### src/rtl/div_unit_pkg.sv
// Shared encodings for the iterative divider: RV32M op codes and FSM states,
// so execute-stage decode and hazard logic agree with the unit.
package div_unit_pkg;

  typedef enum logic [1:0] {
    DIV  = 2'b00,
    DIVU = 2'b01,
    REM  = 2'b10,
    REMU = 2'b11
  } div_op_t;

  typedef enum logic [1:0] {
    IDLE = 2'b00,
    RUN  = 2'b01,
    FIX  = 2'b10
  } div_state_t;

  function automatic logic op_is_signed(input div_op_t op);
    return ~op[0];
  endfunction

  function automatic logic op_is_rem(input div_op_t op);
    return op[1];
  endfunction

endpackage

### src/rtl/div_sign_fix.sv
// Final sign correction: selects quotient or remainder and restores the
// operand signs stripped before the unsigned restoring loop.
module div_sign_fix
  import div_unit_pkg::*;
#(
  parameter int DATA_WIDTH = 32
) (
  input  logic [DATA_WIDTH-1:0] quotient,
  input  logic [DATA_WIDTH-1:0] remainder,
  input  logic                  neg_a,
  input  logic                  neg_b,
  input  logic                  div_zero,
  input  div_op_t               op,
  output logic [DATA_WIDTH-1:0] result
);

  always_comb begin
    // NOTE: default assignment first so no path through this block can infer a latch.
    result = quotient;
    if (op_is_rem(op)) begin
      result = neg_a ? -remainder : remainder;
    end else if ((neg_a != neg_b) && !div_zero) begin
      // Divide-by-zero keeps the all-ones quotient unnegated.
      result = -quotient;
    end
  end

endmodule

### src/rtl/div_unit.sv
// Iterative radix-2 restoring divider for DIV/DIVU/REM/REMU, DATA_WIDTH+2 cycle latency.
// Optional `DIV_FAST_SPECIAL_EN resolves divide-by-zero and MIN/-1 at capture in one cycle.
module div_unit
  import div_unit_pkg::*;
#(
  parameter int DATA_WIDTH = 32
) (
  input  logic                  clk_i,
  input  logic                  rst_i,
  input  logic                  start_i,
  input  logic                  kill_i,
  input  div_op_t               op_i,
  input  logic [DATA_WIDTH-1:0] dividend_i,
  input  logic [DATA_WIDTH-1:0] divisor_i,
  output logic                  busy_o,
  output logic                  done_o,
  output logic [DATA_WIDTH-1:0] result_o
);

  localparam int CW = $clog2(DATA_WIDTH);
  localparam logic [CW-1:0] LAST = CW'(DATA_WIDTH - 1);

  div_state_t            state;
  logic [CW-1:0]         count;
  logic [DATA_WIDTH-1:0] rem_q;
  logic [DATA_WIDTH-1:0] quo_q;
  logic [DATA_WIDTH-1:0] dvsr_q;
  div_op_t               op_q;
  logic                  neg_a;
  logic                  neg_b;
  logic                  div_zero;

  logic                  sgn_in;
  logic [DATA_WIDTH-1:0] abs_a;
  logic [DATA_WIDTH-1:0] abs_b;
  logic [DATA_WIDTH:0]   shifted;
  logic                  ge;
  logic [DATA_WIDTH-1:0] rem_diff;
  logic [DATA_WIDTH-1:0] fixed;

  assign sgn_in = op_is_signed(op_i);
  // Two's-complement negation of MIN yields 2^(W-1), which is exact as unsigned.
  assign abs_a  = (sgn_in && dividend_i[DATA_WIDTH-1]) ? -dividend_i : dividend_i;
  assign abs_b  = (sgn_in && divisor_i[DATA_WIDTH-1])  ? -divisor_i  : divisor_i;

  assign shifted  = {rem_q, quo_q[DATA_WIDTH-1]};
  assign ge       = shifted >= {1'b0, dvsr_q};
  // When ge holds the true difference is below 2^W, so W bits suffice.
  assign rem_diff = shifted[DATA_WIDTH-1:0] - dvsr_q;

  assign busy_o = (state != IDLE);

  div_sign_fix #(.DATA_WIDTH(DATA_WIDTH)) u_sign_fix (
    .quotient (quo_q),
    .remainder(rem_q),
    .neg_a    (neg_a),
    .neg_b    (neg_b),
    .div_zero (div_zero),
    .op       (op_q),
    .result   (fixed)
  );

  // NOTE: sequential state uses non-blocking assignments only; every register,
  // datapath included, has a defined reset value so a mid-op reset leaves no stale state.
  always_ff @(posedge clk_i or posedge rst_i) begin
    if (rst_i) begin
      state    <= IDLE;
      count    <= '0;
      rem_q    <= '0;
      quo_q    <= '0;
      dvsr_q   <= '0;
      op_q     <= DIV;
      neg_a    <= 1'b0;
      neg_b    <= 1'b0;
      div_zero <= 1'b0;
      done_o   <= 1'b0;
      result_o <= '0;
    end else begin
      done_o <= 1'b0;
      if (kill_i) begin
        state <= IDLE;
      end else begin
        case (state)
          IDLE: begin
            if (start_i) begin
              op_q     <= op_i;
              neg_a    <= sgn_in & dividend_i[DATA_WIDTH-1];
              neg_b    <= sgn_in & divisor_i[DATA_WIDTH-1];
              div_zero <= (divisor_i == '0);
              quo_q    <= abs_a;
              dvsr_q   <= abs_b;
              rem_q    <= '0;
              count    <= '0;
`ifdef DIV_FAST_SPECIAL_EN
              if (divisor_i == '0) begin
                result_o <= op_is_rem(op_i) ? dividend_i : '1;
                done_o   <= 1'b1;
              end else if (sgn_in && (dividend_i == {1'b1, {(DATA_WIDTH-1){1'b0}}})
                           && (divisor_i == '1)) begin
                result_o <= op_is_rem(op_i) ? '0 : dividend_i;
                done_o   <= 1'b1;
              end else begin
                state <= RUN;
              end
`else
              state <= RUN;
`endif
            end
          end
          RUN: begin
            rem_q <= ge ? rem_diff : shifted[DATA_WIDTH-1:0];
            quo_q <= {quo_q[DATA_WIDTH-2:0], ge};
            count <= count + 1'b1;
            if (count == LAST) state <= FIX;
          end
          FIX: begin
            result_o <= fixed;
            done_o   <= 1'b1;
            state    <= IDLE;
          end
          default: state <= IDLE;
        endcase
      end
    end
  end

endmodule

### config.mk
export PLATFORM = sky130hd
export DESIGN_NAME = div_unit
export DESIGN_NICKNAME = d
export VERILOG_FILES = /design/src/rtl/div_unit_pkg.sv /design/src/rtl/div_sign_fix.sv /design/src/rtl/div_unit.sv
export SDC_FILE = /design/constraint.sdc
export NUM_CORES = 1
export LEC_CHECK = 0
export BUFFER_PORTS_ARGS = -buffer_cell sky130_fd_sc_hd__buf_2
export CORE_AREA = 2 2 203 125
export CTS_CLUSTER_SIZE = 24
export DETAILED_ROUTE_END_ITERATION = 8
export DIE_AREA = 0 0 205 127
export GPL_TIMING_DRIVEN = 0
export SYNTH_ARGS = -nofsm -noshare
export SYNTH_HDL_FRONTEND = slang
export SYNTH_HIERARCHICAL = 1
export SYNTH_SLANG_ARGS = --single-unit
### constraint.sdc
create_clock -name clk_i -period 7.23 [get_ports clk_i]
set_input_delay 1.8075 -clock clk_i [delete_from_list [all_inputs] [get_ports clk_i]]
set_output_delay 1.8075 -clock clk_i [all_outputs]
set_load 0.02 [all_outputs]
======== Word-level counts from Yosys, hierarchy flattened ========
Cells that the tools add are included.
W data, S select, Z words.
storage, ports and cells
  register bits ........................... 141
  latch bits .............................. 0
  bits in writable memories ............... 0
  memory bits (read-only) ................. 0
  input bits .............................. 70
  output and inout port bits .............. 34
  memories ................................ 0
operators by class
  add/subtract/negate cells ............... 6
  multiply operators ...................... 0
  divide/modulo/power cells ............... 0
  order comparisons ....................... 1
  equality and inequality tests ........... 7
  shifts and indexed selects .............. 0
  muxes and demuxes ....................... 18
  bitwise gates (word level) .............. 4
  reduce and logical (&&, ||, !) cells .... 12
operator list
  cell                   count
  $mux W32               8
  $neg A32 Y32           4
  $pmux W32 S2           2
  $ge A33 B32 Y1         1
  $logic_not A32 Y1      1
  $sub A32 B32 Y32       1
  $pmux W5 S2            1
  $mux W2                3
  $ne A3 B3 Y1 const B   2
  $reduce_and A3 Y1      2
  $add A5 B1 Y5 const B  1
  $eq A5 B5 Y1 const B   1
  $mux W5                1
  $pmux W2 S2            1
  $reduce_and A2 Y1      2
  $reduce_bool A2 Y1     2
  $logic_and A1 B1 Y1    3
  $and A1 B1 Y1          2
  $eq A2 B1 Y1 const B   1
  $eq A2 B2 Y1 const B   1
  $logic_not A2 Y1       1
  $mux W1                2
  $ne A2 B2 Y1 const B   1
  $not A1 Y1             2
  2 further kinds        2

======== Logic depth before layout (Yosys ltp) ========
  depth in word-level cells ............... 5
  depth in mapped cells ................... 12
  depth with buffers taken out ............ 11

======== By module ========
The synthesis kept the hierarchy.
modules (own cells, without submodules)
  module        instances  cells an instance  area each (um^2)
  div_unit      1          1000               8872.3
  div_sign_fix  1          239                1839.3

======== Worst setup path before layout ========
No wires, ideal clock.
  kind .................................... input port to flip-flop
  start ................................... input dividend_i[8]
  end ..................................... register quo_q[26]
  data arrival time ....................... 3.535 ns
  path slack .............................. 3.556 ns
  cell stages on the path ................. 7
  cell sequence ........................... or4_4 -> or3_4 -> nor4_4 -> nand2_2 -> o41ai_2 -> xor2_1 -> o211ai_1
between the ends
  cells in the longest elaborated chain, start to end .. 4
RTL lines
  what                  RTL line         text
  start, declared       div_unit.sv:13   input logic [DATA_WIDTH-1:0] dividend_i,
  $neg A32 Y32          div_unit.sv:43   assign abs_a = (sgn_in && dividend_i[DATA_WIDTH-1]) ? -dividend_i : dividend_i;
  $mux W32              div_unit.sv:43
  $mux W32              div_unit.sv:85   if (start_i) begin
  $pmux W32 S2          div_unit.sv:83   case (state)
  end signal, assigned  div_unit.sv:90   quo_q <= abs_a;
  end signal, assigned  div_unit.sv:112  quo_q <= {quo_q[DATA_WIDTH-2:0], ge};
  end, declared         div_unit.sv:26   logic [DATA_WIDTH-1:0] quo_q;
No other way between the ends. The select of a mux whose other input is x is not followed.
A chain may end at the register's enable or synchronous reset.

======== Worst setup path in the final report ========
  start ................................... input divisor_i[4]
  end ..................................... register dvsr_q[28]
between the ends
  cells in the longest elaborated chain, start to end .. 2
RTL lines
  what                  RTL line        text
  start, declared       div_unit.sv:14  input logic [DATA_WIDTH-1:0] divisor_i,
  $neg A32 Y32          div_unit.sv:44  assign abs_b = (sgn_in && divisor_i[DATA_WIDTH-1]) ? -divisor_i : divisor_i;
  $mux W32              div_unit.sv:44
  end signal, assigned  div_unit.sv:91  dvsr_q <= abs_b;
  end, declared         div_unit.sv:27  logic [DATA_WIDTH-1:0] dvsr_q;
No other way between the ends.

==> flow_summary.ini <==
[drt]
vias = 9984
wl_per_cell_um = 20.7
drt-pass1-iter-count = 5
drt-vias-per-instance = 5.90
drtIter0Drc = 900
drc = 0
routed_wl_mm = 35.0
ant_nets = 0

[floorplan]
die_h_um = 127
die_w_um = 205
rows = 44
start_util_pct = 44.5
core_area_um2 = 24000
io_pins = 104
die_area_um2 = 26000

[clock_tree]
clock-sinks = 140
h-tree-depth = 4
numCtsBuffers = 17
cts_hold_buf = 0
clk_path_buf_depth = 2
cts_resized = 0
cts_tree = done
clockRootBuffer = clkbuf_16
clkTransAtPathRegs_ns = 0.06
worstSkewPairLatency_ns = 0.45
post_cts_buffers = 0

[timing]
finalSetupViolCount = 0
rsz0062_at_grt = no
slew_headroom_pct = 39.8
tightest_slew_ns = 0.899
min_period_ns = 3.81
finalHoldViolCount = 0
slew_violations = 0
fin_crit_sh_pct = 52.7
fmax_mhz = 262
skew_ns = 0.0134
setup_ws_ns = 3.42

[layout]
fin_cells = 1692
drive_above_1_share_pct = 15.8
syn2layout_area_growth_pct = 14.4
design_area_um2 = 12200
antennaDiodeCount = 0
fin_nets = 1467

[critical_path]
critPathMaxFanout = 5
endpoint_kind = flip-flop
crit_arrival_ns = 4.12
worstPathRequired_ns = 7.54
critPathKind = primary input to flip-flop
start_kind = primary input

[status]
status = completed

[flow_run]
drv_cap = 0

[place]
port_buffers = 103
gp_congestion = 0.907
placed_cells = 1661
place_ws_ns = 2.98
dpl_cell_area_um2 = 11600
dp_hpwl_mm = 28.0

[grt]
grt_max_degree = 94
grt_antenna_before_repair = 0
grt_pass1_wl_mm = 53.8
grt_pass1_vias = 8833
grt_use_total_pct = 27.4
grt_overflow_total = 0

[power]
power_density_nw_per_um2 = 441
ir_drop_uv = 261
p_leak_nw = 5.51

[synth]
synthCells = 1235
netlist_area_um2 = 10700
ys_warn_count = 6
synth_fp_nets = 1344
synth_area_per_cell_um2 = 8.64

[min_path]
hp-class = flip-flop to flip-flop
-- per-layer routing --
layer	up-vias	routed length, um	part of all wire, %	track usage [%]
met5	-	0	0	0
met3	18	3250	9.3	7.55
met1	4833	19000	54	47.1
li1	4733	-	-	-
met2	400	12500	36	32.1
met4	0	233	0.67	4.82
-- path summary, 6_finish.rpt --
| path | to | startpoint | cells past startpoint | slack, ns |
|---|---|---|---|---|
| max | dvsr_q[28] | divisor_i[4] | 9 | 3.42 |
| min | dvsr_q[12] | dvsr_q[12] | 2 | 0.48 |
| max reg2reg | rem_q[3] | rem_q[3] | 11 | 3.92 |
| min reg2reg | dvsr_q[12] | dvsr_q[12] | 2 | 0.48 |
| max in group asynchronous | div_zero | rst_i | 3 | 5.00 |
| min in group asynchronous | rem_q[20] | rst_i | 2 | 1.40 |
-- state kept, by name, summed over array words and instances (netlist names) --
signal / cells
op_q: 1
count: 5
quo_q: 32
neg_b: 1
result_o: 32
done_o: 1
state: 2
div_zero: 1
dvsr_q: 32
rem_q: 32
neg_a: 1
-- through the flow --
step	util (%)	power (W)	setup TNS [ns]	hold WS (ns)
5_1_grt	50.9	0.00576	0	0.516
2_1_floorplan	-	0.00349	0	0.450
3_3_place_gp	48.3	0.00437	-15.25	0.465
6_report	50.9	0.00539	0	0.482
4_1_cts	50.9	0.00531	0	0.486
3_5_place_dp	48.5	0.00441	0	0.474
-- power breakdown --
| group | switching, W | internal, W | leakage, nW |
|---|---|---|---|
| combinational | 0.00195 | 0.00116 | 3.38 |
| sequential | 0.000403 | 0.000983 | 1.85 |
| clock | 0.000359 | 0.000524 | 0.283 |
| total | 0.00272 | 0.00267 | 5.51 |
-- worst max-delay path, cell delays in order --
cell     delay [ns]
buf_2          0.12
nor4_1         0.61
nand3_1        0.26
nor3_1         0.47
and2_1         0.24
and3_1         0.24
a21oi_1        0.11
xnor2_1        0.18
o21ai_0        0.09
-- placed cells by master (no fill, tap or decap), drive strengths merged, types with 38 or more instances in the layout --
cell    count
nand2     149
dfrtp     140
buf       121
o21ai     103
xor2       99
a21oi      75
nor2       73
clkbuf     69
nand3      54
inv        53
xnor2      48
ha         38
-- area by class of cell --
type | instances | area, um2
flip-flops and latches | 140 | 3500
clock buffers | 21 | 460
fillers | 2339 | 11800
multi-input cells | 976 | 6690
inverters | 53 | 204
clock inverters | 10 | 118
well taps | 322 | 403
repair buffers | 104 | 543
plain buffers | 66 | 292
No activity file was read; power rests on OpenSTA's default activity.
